## src/rtl/booth_pkg.sv

```systemverilog
// rtl/booth_pkg.sv - shared Booth digit encoding and FSM state types
package booth_pkg;

  typedef enum logic [2:0] {
    DIG_ZERO_0 = 3'b000,
    DIG_P1_0   = 3'b001,
    DIG_P1_1   = 3'b010,
    DIG_P2     = 3'b011,
    DIG_M2     = 3'b100,
    DIG_M1_0   = 3'b101,
    DIG_M1_1   = 3'b110,
    DIG_ZERO_1 = 3'b111
  } booth_dig_e;

  typedef enum logic [1:0] {
    IDLE = 2'd0,
    CALC = 2'd1,
    DONE = 2'd2
  } state_e;

endpackage

```

## src/rtl/booth_r4_seq_mul_if.sv

```systemverilog
// rtl/booth_r4_seq_mul_if.sv - operand/result handshake bundle for booth_r4_seq_mul
interface booth_r4_seq_mul_if #(
  parameter int WIDTH = 8
);
  logic               in_valid_i;
  logic               in_ready_o;
  logic [WIDTH-1:0]   a_i;
  logic [WIDTH-1:0]   b_i;
  logic               signed_i;
  logic               out_valid_o;
  logic               out_ready_i;
  logic [2*WIDTH-1:0] result_o;
  logic               busy_o;

  modport slave (
    input  in_valid_i, a_i, b_i, signed_i, out_ready_i,
    output in_ready_o, out_valid_o, result_o, busy_o
  );

  modport master (
    output in_valid_i, a_i, b_i, signed_i, out_ready_i,
    input  in_ready_o, out_valid_o, result_o, busy_o
  );
endinterface

```

## src/rtl/booth_pp_gen.sv

```systemverilog
// rtl/booth_pp_gen.sv - combinational radix-4 Booth partial-product selector
module booth_pp_gen
  import booth_pkg::*;
#(
  parameter int W = 10
) (
  input  logic [W-1:0] a_i,
  input  booth_dig_e   dig_i,
  output logic [W+1:0] pp_o
);

  logic [W+1:0] a_w;
  logic [W+1:0] a2_w;

  // a_i is already sign/zero extended, so its MSB carries the true sign
  assign a_w  = {{2{a_i[W-1]}}, a_i};
  assign a2_w = a_w << 1;

  always_comb begin
    pp_o = '0;
    case (dig_i)
      DIG_P1_0, DIG_P1_1: pp_o = a_w;
      DIG_P2:             pp_o = a2_w;
      DIG_M2:             pp_o = ~a2_w + (W+2)'(1);
      DIG_M1_0, DIG_M1_1: pp_o = ~a_w + (W+2)'(1);
      default:            pp_o = '0;
    endcase
  end

endmodule

```

## src/rtl/booth_r4_seq_mul.sv

```systemverilog
// rtl/booth_r4_seq_mul.sv - sequential radix-4 Booth multiplier, one digit per clock
// Optional macro BOOTH_EARLY_TERM_EN: exit CALC once the remaining multiplier bits are uniform.
module booth_r4_seq_mul
  import booth_pkg::*;
#(
  parameter int WIDTH = 8
) (
  input logic              clk_i,
  input logic              rst_i,
  booth_r4_seq_mul_if.slave bus
);

  localparam int N_DIG = WIDTH / 2 + 1;
  localparam int EW    = WIDTH + 2;
  localparam int PW    = EW + 2;
  localparam int AW    = 2 * WIDTH + 4;
  localparam int CW    = $clog2(N_DIG) + 1;

  state_e               state_q, state_d;
  logic [EW-1:0]        a_q, a_d;
  logic [EW-1:0]        b_q, b_d;
  logic                 bm1_q, bm1_d;
  logic [AW-1:0]        acc_q, acc_d;
  logic [CW-1:0]        cnt_q, cnt_d;
  logic [2*WIDTH-1:0]   res_q, res_d;

  booth_dig_e           dig;
  logic [PW-1:0]        pp;
  logic [AW-1:0]        pp_ext;
  logic [CW:0]          shamt;
  logic                 last_dig;
  logic                 rest_zero;

  // b_q is shifted right two bits per digit, so the live digit is always at the bottom
  assign dig      = booth_dig_e'({b_q[1], b_q[0], bm1_q});
  assign pp_ext   = {{(AW-PW){pp[PW-1]}}, pp};
  assign shamt    = {cnt_q, 1'b0};
  assign last_dig = (cnt_q == CW'(N_DIG - 1));

`ifdef BOOTH_EARLY_TERM_EN
  assign rest_zero = (&b_q[EW-1:1]) | ~(|b_q[EW-1:1]);
`else
  assign rest_zero = 1'b0;
`endif

  booth_pp_gen #(.W(EW)) u_pp_gen (
    .a_i   (a_q),
    .dig_i (dig),
    .pp_o  (pp)
  );

  always_comb begin
    state_d = state_q;
    a_d     = a_q;
    b_d     = b_q;
    bm1_d   = bm1_q;
    acc_d   = acc_q;
    cnt_d   = cnt_q;
    res_d   = res_q;
    case (state_q)
      IDLE: begin
        if (bus.in_valid_i) begin
          a_d     = {{2{bus.signed_i & bus.a_i[WIDTH-1]}}, bus.a_i};
          b_d     = {{2{bus.signed_i & bus.b_i[WIDTH-1]}}, bus.b_i};
          bm1_d   = 1'b0;
          acc_d   = '0;
          cnt_d   = '0;
          state_d = CALC;
        end
      end
      CALC: begin
        acc_d = acc_q + (pp_ext << shamt);
        b_d   = {b_q[EW-1], b_q[EW-1], b_q[EW-1:2]};
        bm1_d = b_q[1];
        cnt_d = cnt_q + CW'(1);
        if (last_dig || rest_zero) begin
          res_d   = acc_d[2*WIDTH-1:0];
          state_d = DONE;
        end
      end
      DONE: begin
        if (bus.out_ready_i) begin
          state_d = IDLE;
        end
      end
      default: state_d = IDLE;
    endcase
  end

  always_ff @(posedge clk_i) begin
    if (rst_i) begin
      state_q <= IDLE;
      a_q     <= '0;
      b_q     <= '0;
      bm1_q   <= 1'b0;
      acc_q   <= '0;
      cnt_q   <= '0;
      res_q   <= '0;
    end else begin
      state_q <= state_d;
      a_q     <= a_d;
      b_q     <= b_d;
      bm1_q   <= bm1_d;
      acc_q   <= acc_d;
      cnt_q   <= cnt_d;
      res_q   <= res_d;
    end
  end

  assign bus.in_ready_o  = (state_q == IDLE);
  assign bus.out_valid_o = (state_q == DONE);
  assign bus.busy_o      = (state_q != IDLE);
  assign bus.result_o    = res_q;

endmodule

```

## src/flat_wrapper.sv

```systemverilog
// flat-port wrapper written by rule: the top's interface ports become plain ports
module booth_r4_seq_mul_flat import booth_pkg::*;
#(
  parameter int WIDTH = 8
)
  (clk_i, rst_i, bus_in_valid_i, bus_a_i, bus_b_i, bus_signed_i, bus_out_ready_i, bus_in_ready_o, bus_out_valid_o, bus_result_o, bus_busy_o);
  booth_r4_seq_mul_if #(.WIDTH(WIDTH)) bus_i ();
  input logic clk_i;
  input logic rst_i;
  input wire logic [$bits(bus_i.in_valid_i)-1:0] bus_in_valid_i;
  input wire logic [$bits(bus_i.a_i)-1:0] bus_a_i;
  input wire logic [$bits(bus_i.b_i)-1:0] bus_b_i;
  input wire logic [$bits(bus_i.signed_i)-1:0] bus_signed_i;
  input wire logic [$bits(bus_i.out_ready_i)-1:0] bus_out_ready_i;
  output wire logic [$bits(bus_i.in_ready_o)-1:0] bus_in_ready_o;
  output wire logic [$bits(bus_i.out_valid_o)-1:0] bus_out_valid_o;
  output wire logic [$bits(bus_i.result_o)-1:0] bus_result_o;
  output wire logic [$bits(bus_i.busy_o)-1:0] bus_busy_o;
  assign bus_i.in_valid_i = bus_in_valid_i;
  assign bus_i.a_i = bus_a_i;
  assign bus_i.b_i = bus_b_i;
  assign bus_i.signed_i = bus_signed_i;
  assign bus_i.out_ready_i = bus_out_ready_i;
  assign bus_in_ready_o = bus_i.in_ready_o;
  assign bus_out_valid_o = bus_i.out_valid_o;
  assign bus_result_o = bus_i.result_o;
  assign bus_busy_o = bus_i.busy_o;
  booth_r4_seq_mul #(.WIDTH(WIDTH)) u_core (.clk_i(clk_i), .rst_i(rst_i), .bus(bus_i));
endmodule
```

## config.mk

```make
export PLATFORM = sky130hd
export DESIGN_NAME = booth_r4_seq_mul_flat
export DESIGN_NICKNAME = d
export VERILOG_FILES = /design/src/rtl/booth_pkg.sv /design/src/rtl/booth_r4_seq_mul_if.sv /design/src/rtl/booth_pp_gen.sv /design/src/rtl/booth_r4_seq_mul.sv /design/src/flat_wrapper.sv
export SDC_FILE = /design/constraint.sdc
export NUM_CORES = 1
export LEC_CHECK = 0
export CAP_MARGIN = 30
export CELL_PAD_IN_SITES_DETAIL_PLACEMENT = 1
export CELL_PAD_IN_SITES_GLOBAL_PLACEMENT = 2
export CORE_MARGIN = 2
export CORE_UTILIZATION = 31
export CTS_CLUSTER_DIAMETER = 50
export DETAILED_ROUTE_END_ITERATION = 10
export HOLD_SLACK_MARGIN = 0.03
export PLACE_DENSITY = 0.83
export SYNTH_ARGS = -nofsm -noshare
export SYNTH_HDL_FRONTEND = slang
export SYNTH_HIERARCHICAL = 1
export SYNTH_SLANG_ARGS = --single-unit
```

## constraint.sdc

```tcl
create_clock -name clk_i -period 4.3 [get_ports clk_i]
set_input_delay 0.86 -clock clk_i [delete_from_list [all_inputs] [get_ports clk_i]]
set_output_delay 0.86 -clock clk_i [all_outputs]
set_load 0.005 [all_outputs]
```

==> qor.csv, run 1 <==
stage,metric,value,unit
min_path,Tightest Hold Check Type,flip-flop to flip-flop,
place,Routability Congestion,0.853,
floorplan,die area,14000,um2
synth,cell with the most instances after synthesis,nand2_1,
layout,multi-input logic area,2790,um2
critical_path,CP bufs+invs,1,
sta,final hold viol count,0,
cts,total CTS buffers,9,
sta,worst slew margin relative to its limit,49.3,%
route,DR DRC count,0,
global_routing,via count of the first global-routing pass,4397,
route,final routed wire length divided by cell count,17.1,um
route,post-detailed-routing wire length,12900,um
floorplan,Core Rows,41,
sta,share of the clock period used by the worst path after layout,98.2,%
synth,net count after synthesis,568,
synth,fraction of synthesis flops using an asynchronous set or reset pin,0,%
layout,Syn-to-layout area delta,28.0,%
critical_path,cell family contributing the most delay on the critical path,simple AND/OR/NAND/NOR gates,
critical_path,startpoint class of the critical path,flip-flop,
layout,total non-filler cell area in the finished layout,5200,um2
sta,worst hold margin,453,ps
global_routing,global-route wire length before repair,22100,um
power_and_ir_drop,maximum VDD drop,0.000181,V
power_and_ir_drop,switch share,28.6,%
place,placed cell areas,4740,um2
critical_path,Worst setup EP type,flip-flop,
place,placed insts,736,
layout,final cell utilization of the core,40.9,%
place,IO buf count,39,
power_and_ir_drop,overall power consumption,1.82,mW
synth,cell area after synthesis,4060,um2
floorplan,initial cell density of the core,31.9,%
critical_path,maximum fanout along the worst path,3,
critical_path,required arrival time at the worst endpoint,4540,ps
critical_path,type of the worst setup path,flip-flop to flip-flop,
floorplan,Die Ht,118,um
power_and_ir_drop,switching pwr,0.521,mW
run_status,outcome,completed,
synth,Seq cells post-synth,58,
synth,Cells after Synth,528,
sta,setup TNS,0,ps
power_and_ir_drop,relative contribution of combinational cells to total power,23.2,%
cts,root buffer selected by CTS,clkbuf_16,
cts,clock sink count,58,
sta,final clock skew,10.5,ps
sta,unrepaired setup endpoints after global routing,true,
critical_path,Arrival @ worst endpoint,4470,ps
layout,net count of the finished layout,620,
cts,CTS tree,built,
sta,number of setup violations in the final report,0,
route,DR iter-0 viols,150,
critical_path,"reg-to-reg slack, setup",80,ps
power_and_ir_drop,leakage dissipation,2.09,nW
power_and_ir_drop,total power density per cell area,351,nW/um2
sta,final worst path period need,4220,ps
layout,fill count,1622,
floorplan,Die X,118,um
layout,# diodes,0,
route,final antenna-violating net count,0,
critical_path,Critical Path Slowest Stage Cell,mux4_2,
global_routing,gr usage total,19.2,%
power_and_ir_drop,part of the total power dissipated in the clock network,44.5,%
route,vias after detailed routing,4124,
critical_path,"Top cell by count, worst path",a211o_1,
sta,final worst setup slack,76.2,ps
synth,Yosys warning total,6,
cts,clock latency reported for the late side of the worst-skew pair,330,ps
layout,"non-filler cells, final",757,
synth,number of synthesized flops with an enable pin,0,
synth,number of distinct library cell variants in the gate-level netlist after synthesis,67,
layout,share of cells above drive strength 1,16.1,%
route,detailed-routing iteration count for the pre-antenna-repair pass,6,
cts,# H-tree levels,3,
synth,flip-flop cell with the highest count after synthesis,dfxtp_1,
global_routing,initial antenna violation count,0,
critical_path,CP peak stage delay,470,ps
cts,maximum clock insertion buffer count,2,
sta,final slew viol count,0,
flow_run,number of maximum-capacitance violations,0,
floorplan,number of top-level pins,40,
critical_path,cell chain of the critical path,"inv_2, ha_4, or4b_4, or4_4, xor2_1, a211o_1, mux4_2, nor2_2, a211oi_1, ha_1, a21o_1, a211o_1, or3_1, o21ai_2, nor3_2, nor4_2",
cts,Worst-path clk slew,50,ps
power_and_ir_drop,Internal Power,1.30,mW
synth,share of the synthesized area in the top cell type,28.6,%
sta,Highest Clock Rate,237,MHz
global_routing,pin count of the biggest net entering global routing,31,
sta,transition time of the tightest slew-check pin,761,ps
synth,leading cell types by count after synthesis,"85 x nand2_1, 58 x dfxtp_1, 54 x nor2_1, 49 x a21oi_1, 24 x clkbuf_1",
place,placement-stage worst setup slack,-63.3,ps
place,post-detail-place hpwl,9290,um
power_and_ir_drop,fraction of power consumed by sequential logic,32.3,%
synth,sequential element share of the synthesized area,28.6,%
synth,top area cells in the synthesized netlist,"dfxtp_1 29%, nand2_1 7.9%, a21oi_1 6.0%, ha_1 5.5%, nor2_1 5.0%",
floorplan,area of the core region,12700,um2
synth,post-synthesis cell type with the largest combined area,dfxtp_1,
cts,number of buffers added to fix hold violations after cts,0,
global_routing,GR Overflow Total,0,
synth,mean cell area of the mapped netlist,7.70,um2
layout,footprint of the flip-flops and latches,1170,um2
route,vias per cell,5.45,
-- repair_timing --
action,CTS,global route
pin swaps,6,6
setup buffers,1,3
resized for setup,4,15
endpoints found under the hold margin,0,0
setup endpoints to repair,2,10
-- cells in the final DEF, fill, tap and decap left out, types with 5 or more instances in the layout --
master	n
clkdlybuf4s50_1	38
xor2_1	11
nor2b_1	7
a211oi_1	5
dfxtp_1	54
buf_4	36
or4_1	5
mux2i_1	9
xnor2_1	13
or3_1	6
a22o_1	6
nor3b_1	7
o21ai_0	23
nand2_1	84
ha_1	16
a21o_1	7
a311oi_1	9
a21oi_1	49
clkbuf_16	9
nor3_1	10
nand2b_1	5
nand3_1	20
a31oi_1	6
nor2_1	52
-- per-layer routing --
| layer | GRT usage [%] | wire (um) |
|---|---|---|
| met1 | 25.3 | 6290 |
| met2 | 31.7 | 6100 |
| met3 | 3.33 | 317 |
| met4 | 5.95 | 203 |
| met5 | 0 | 0 |
-- path summary, 6_finish.rpt --
kind                                             start  cells after the start                       to
worst max-delay path                     u_core/a_q[1]                     16  u_core/bus.result_o[15]
worst min-delay path            u_core/bus.result_o[4]                      2   u_core/bus.result_o[4]
worst max register to register           u_core/a_q[1]                     16  u_core/bus.result_o[15]
worst min register to register  u_core/bus.result_o[4]                      2   u_core/bus.result_o[4]
-- logic make-up after synthesis --
group	Yosys count	share of synthesized area [%]
xor gates and xnor gates	24	5.17
adders and majority gates	19	6.03
buffers and inverters	42	4.65
and+or+nand+nor	223	26.3
AOI/OAI and AO/OA	147	24.6
DFF	58	28.6
muxes	15	4.68
-- power by group through the flow --
stage               clock, mW  combinational, mW  sequential (mW)
CTS                     0.827              0.407            0.588
global route            0.848              0.471            0.592
floorplan                   0              0.280            0.588
finish                  0.812              0.423            0.589
detailed placement          0              0.398            0.599
global placement            0              0.387            0.597
-- state kept, by name, summed over array words and instances, names as in the netlist --
| name | cells |
|---|---|
| u_core/bus.result_o | 16 |
| u_core/cnt_q | 4 |
| u_core/bm1_q | 1 |
| u_core/a_q | 9 |
| u_core/acc_q | 16 |
| u_core/state_q | 2 |
| u_core/b_q | 10 |
-- worst min-delay path, cell delays in order (launching register included) --
cell and delay [ps]:
dfxtp_1 300, nand2_1 50, a21oi_1 50
-- area by class of cell --
type	instances	area share, %
tap	172	4.14
inverter	7	0.505
multi-input combinational	428	53.5
timing repair buffer	76	12.9
clock buffer	13	5.19
sequential	58	22.4
clock inverter	3	1.32
Note: power is estimated with default switching activity, not from simulation.
==> run 2: changes to the inputs <==
Settings changed: MAX_ROUTING_LAYER set to met4, SETUP_SLACK_MARGIN set to 0.3.
==> qor.csv, run 2 (same netlist as run 1, synthesis figures left out) <==
stage,metric,value,unit,change
run_status,outcome,finished with violations,,was completed
run_status,failing checks,negative setup slack,,
power_and_ir_drop,overall power consumption,1.87,mW,was 1.82 mW
floorplan,Die X,118,um,unchanged
cts,clock sink count,58,,unchanged
critical_path,startpoint class of the critical path,flip-flop,,unchanged
sta,share of the clock period used by the worst path after layout,101,%,was 98.2%
cts,maximum clock insertion buffer count,2,,unchanged
sta,final worst setup slack,-37.0,ps,was 76.2 ps
layout,net count of the finished layout,633,,was 620
route,DR DRC count,0,,unchanged
sta,number of setup violations in the final report,1,,was 0
floorplan,die area,14000,um2,unchanged
power_and_ir_drop,switching pwr,0.558,mW,was 0.521 mW
route,vias after detailed routing,4144,,was 4124
min_path,Tightest Hold Check Type,flip-flop to flip-flop,,unchanged
route,DR iter-0 viols,165,,was 150
layout,"non-filler cells, final",769,,was 757
power_and_ir_drop,switch share,29.9,%,was 28.6%
route,post-detailed-routing wire length,13700,um,was 12900 um
route,vias per cell,5.39,,was 5.45
global_routing,initial antenna violation count,0,,unchanged
flow_run,number of maximum-capacitance violations,0,,unchanged
cts,clock latency reported for the late side of the worst-skew pair,330,ps,about the same
sta,worst slew margin relative to its limit,44.5,%,was 49.3%
critical_path,required arrival time at the worst endpoint,4540,ps,about the same
power_and_ir_drop,leakage dissipation,2.19,nW,was 2.09 nW
critical_path,r2r startpoint,u_core/a_q[0],,was u_core/a_q[1]
place,IO buf count,39,,unchanged
global_routing,via count of the first global-routing pass,4316,,was 4397
global_routing,pin count of the biggest net entering global routing,58,,was 31
sta,final hold viol count,0,,unchanged
layout,most common library cell in the layout ignoring fill and taps,nand2_1,,unchanged
power_and_ir_drop,maximum VDD drop,0.000166,V,was 0.000181 V
cts,root buffer selected by CTS,clkbuf_16,,unchanged
layout,most frequent cells in the layout,"83 x nand2_1, 54 x dfxtp_1, 52 x nor2_1",,"was 84 x nand2_1, 54 x dfxtp_1, 52 x nor2_1"
place,post-detail-place hpwl,9270,um,was 9290 um
critical_path,Arrival @ worst endpoint,4580,ps,was 4470 ps
critical_path,maximum fanout along the worst path,3,,unchanged
global_routing,gr usage total,20.1,%,was 19.2%
global_routing,GR Overflow Total,0,,unchanged
sta,Highest Clock Rate,231,MHz,was 237 MHz
cts,number of buffers added to fix hold violations after cts,0,,unchanged
layout,Syn-to-layout area delta,36.5,%,was 28.0%
sta,worst hold margin,455,ps,was 453 ps
floorplan,Core Rows,41,,unchanged
sta,unrepaired setup endpoints after global routing,true,,unchanged
cts,Worst-path clk slew,50,ps,about the same
power_and_ir_drop,part of the total power dissipated in the clock network,41.6,%,was 44.5%
power_and_ir_drop,Internal Power,1.31,mW,was 1.30 mW
floorplan,Die Ht,118,um,unchanged
cts,# H-tree levels,3,,unchanged
sta,final clock skew,7.54,ps,was 10.5 ps
route,final antenna-violating net count,0,,unchanged
route,detailed-routing iteration count for the pre-antenna-repair pass,4,,was 6
sta,final slew viol count,0,,unchanged
floorplan,initial cell density of the core,31.9,%,unchanged
cts,CTS tree,built,,unchanged
sta,final worst path period need,4340,ps,was 4220 ps
floorplan,number of top-level pins,40,,unchanged
global_routing,global-route wire length before repair,22300,um,was 22100 um
cts,total CTS buffers,9,,unchanged
layout,# diodes,0,,unchanged
route,final routed wire length divided by cell count,17.8,um,was 17.1 um
min_path,source of the worst hold timing path,u_core/bus.result_o[4],,unchanged
critical_path,type of the worst setup path,flip-flop to flip-flop,,unchanged
floorplan,area of the core region,12700,um2,unchanged
layout,share of cells above drive strength 1,21.9,%,was 16.1%
sta,transition time of the tightest slew-check pin,821,ps,was 761 ps
power_and_ir_drop,fraction of power consumed by sequential logic,31.6,%,was 32.3%
place,Routability Congestion,0.902,,was 0.853
critical_path,Worst setup EP type,flip-flop,,unchanged
place,placement-stage worst setup slack,-0.0333,ps,was -63.3 ps
power_and_ir_drop,relative contribution of combinational cells to total power,26.9,%,was 23.2%
power_and_ir_drop,total power density per cell area,336,nW/um2,was 351 nW/um2
place,placed insts,731,,was 736
critical_path,Critical Path Source,u_core/a_q[0],,was u_core/a_q[1]
[run 2: path summary, 6_finish.rpt]
kind | endpoint | slack [ps] | depth (start not counted)
max | u_core/acc_q[15] | -40 | 17
min | u_core/bus.result_o[4] | 450 | 2
max reg2reg | u_core/acc_q[15] | -40 | 17
min reg2reg | u_core/bus.result_o[4] | 450 | 2
[run 2: repair_timing]
action	in CTS	in global routing
endpoints found under the setup margin	11	18
pin swaps	26	20
gates resized for setup	24	33
endpoints found under the hold margin	0	0
setup buffers	15	6
[run 2: final cells by class]
type                            instances  area, um2
Clock buffer                           10        239
Clock inverter                          5       78.8
Fill cell                            1544       7170
Inverter                                7       26.3
Multi-Input combinational cell        428       3020
Sequential cell                        58       1170
Tap cell                              172        215
Timing Repair Buffer                   89        808
[run 2: power by group through the flow]
stage               Sequential [mW]  Combinational, mW  Clock [mW]
floorplan                     0.588              0.281           0
global placement              0.597              0.383           0
detailed placement            0.599              0.395           0
CTS                           0.589              0.450       0.792
global route                  0.593              0.544       0.817
finish                        0.590              0.501       0.776
[run 2: metal layers]
metal / up-vias / track usage, % / share of wire [%] / routed length (um)
met2: 42 / 33.0 / 50 / 6860
met1: 2051 / 25.6 / 46 / 6350
met5: - / - / 0 / 0
li1: 2030 / - / - / -
met4: 0 / 6.18 / 1.6 / 218
met3: 21 / 2.65 / 1.7 / 231
[run 2: critical path, stage by stage (launching register included)]
cell,delay [ps]
dfxtp_2,320
inv_2,70
ha_4,130
or4b_4,450
or4_4,430
buf_4,160
xnor2_1,230
o221ai_2,160
mux4_2,490
nand2_1,100
a21oi_1,100
ha_4,210
a21o_1,170
a211o_1,290
or3_4,390
o21ai_4,200
xnor2_1,110
o31ai_1,240
[run 2: stage by stage]
stage                     cell area [um2]  utilization (%)  TNS (ps)
after floorplan                      4080                -         0
after global placement               4720             37.1         0
after detailed placement             4720             37.1   -0.0333
after CTS                            5310             41.7         0
after global routing                 5550             43.6     -1070
final                                5550             43.6     -37.0
==> run 3: changes to the inputs <==
Settings changed: HOLD_SLACK_MARGIN 0.03 to 0.1.
==> results of run 3 <==
Final layout, timing and power as in run 2 (identical DEF).
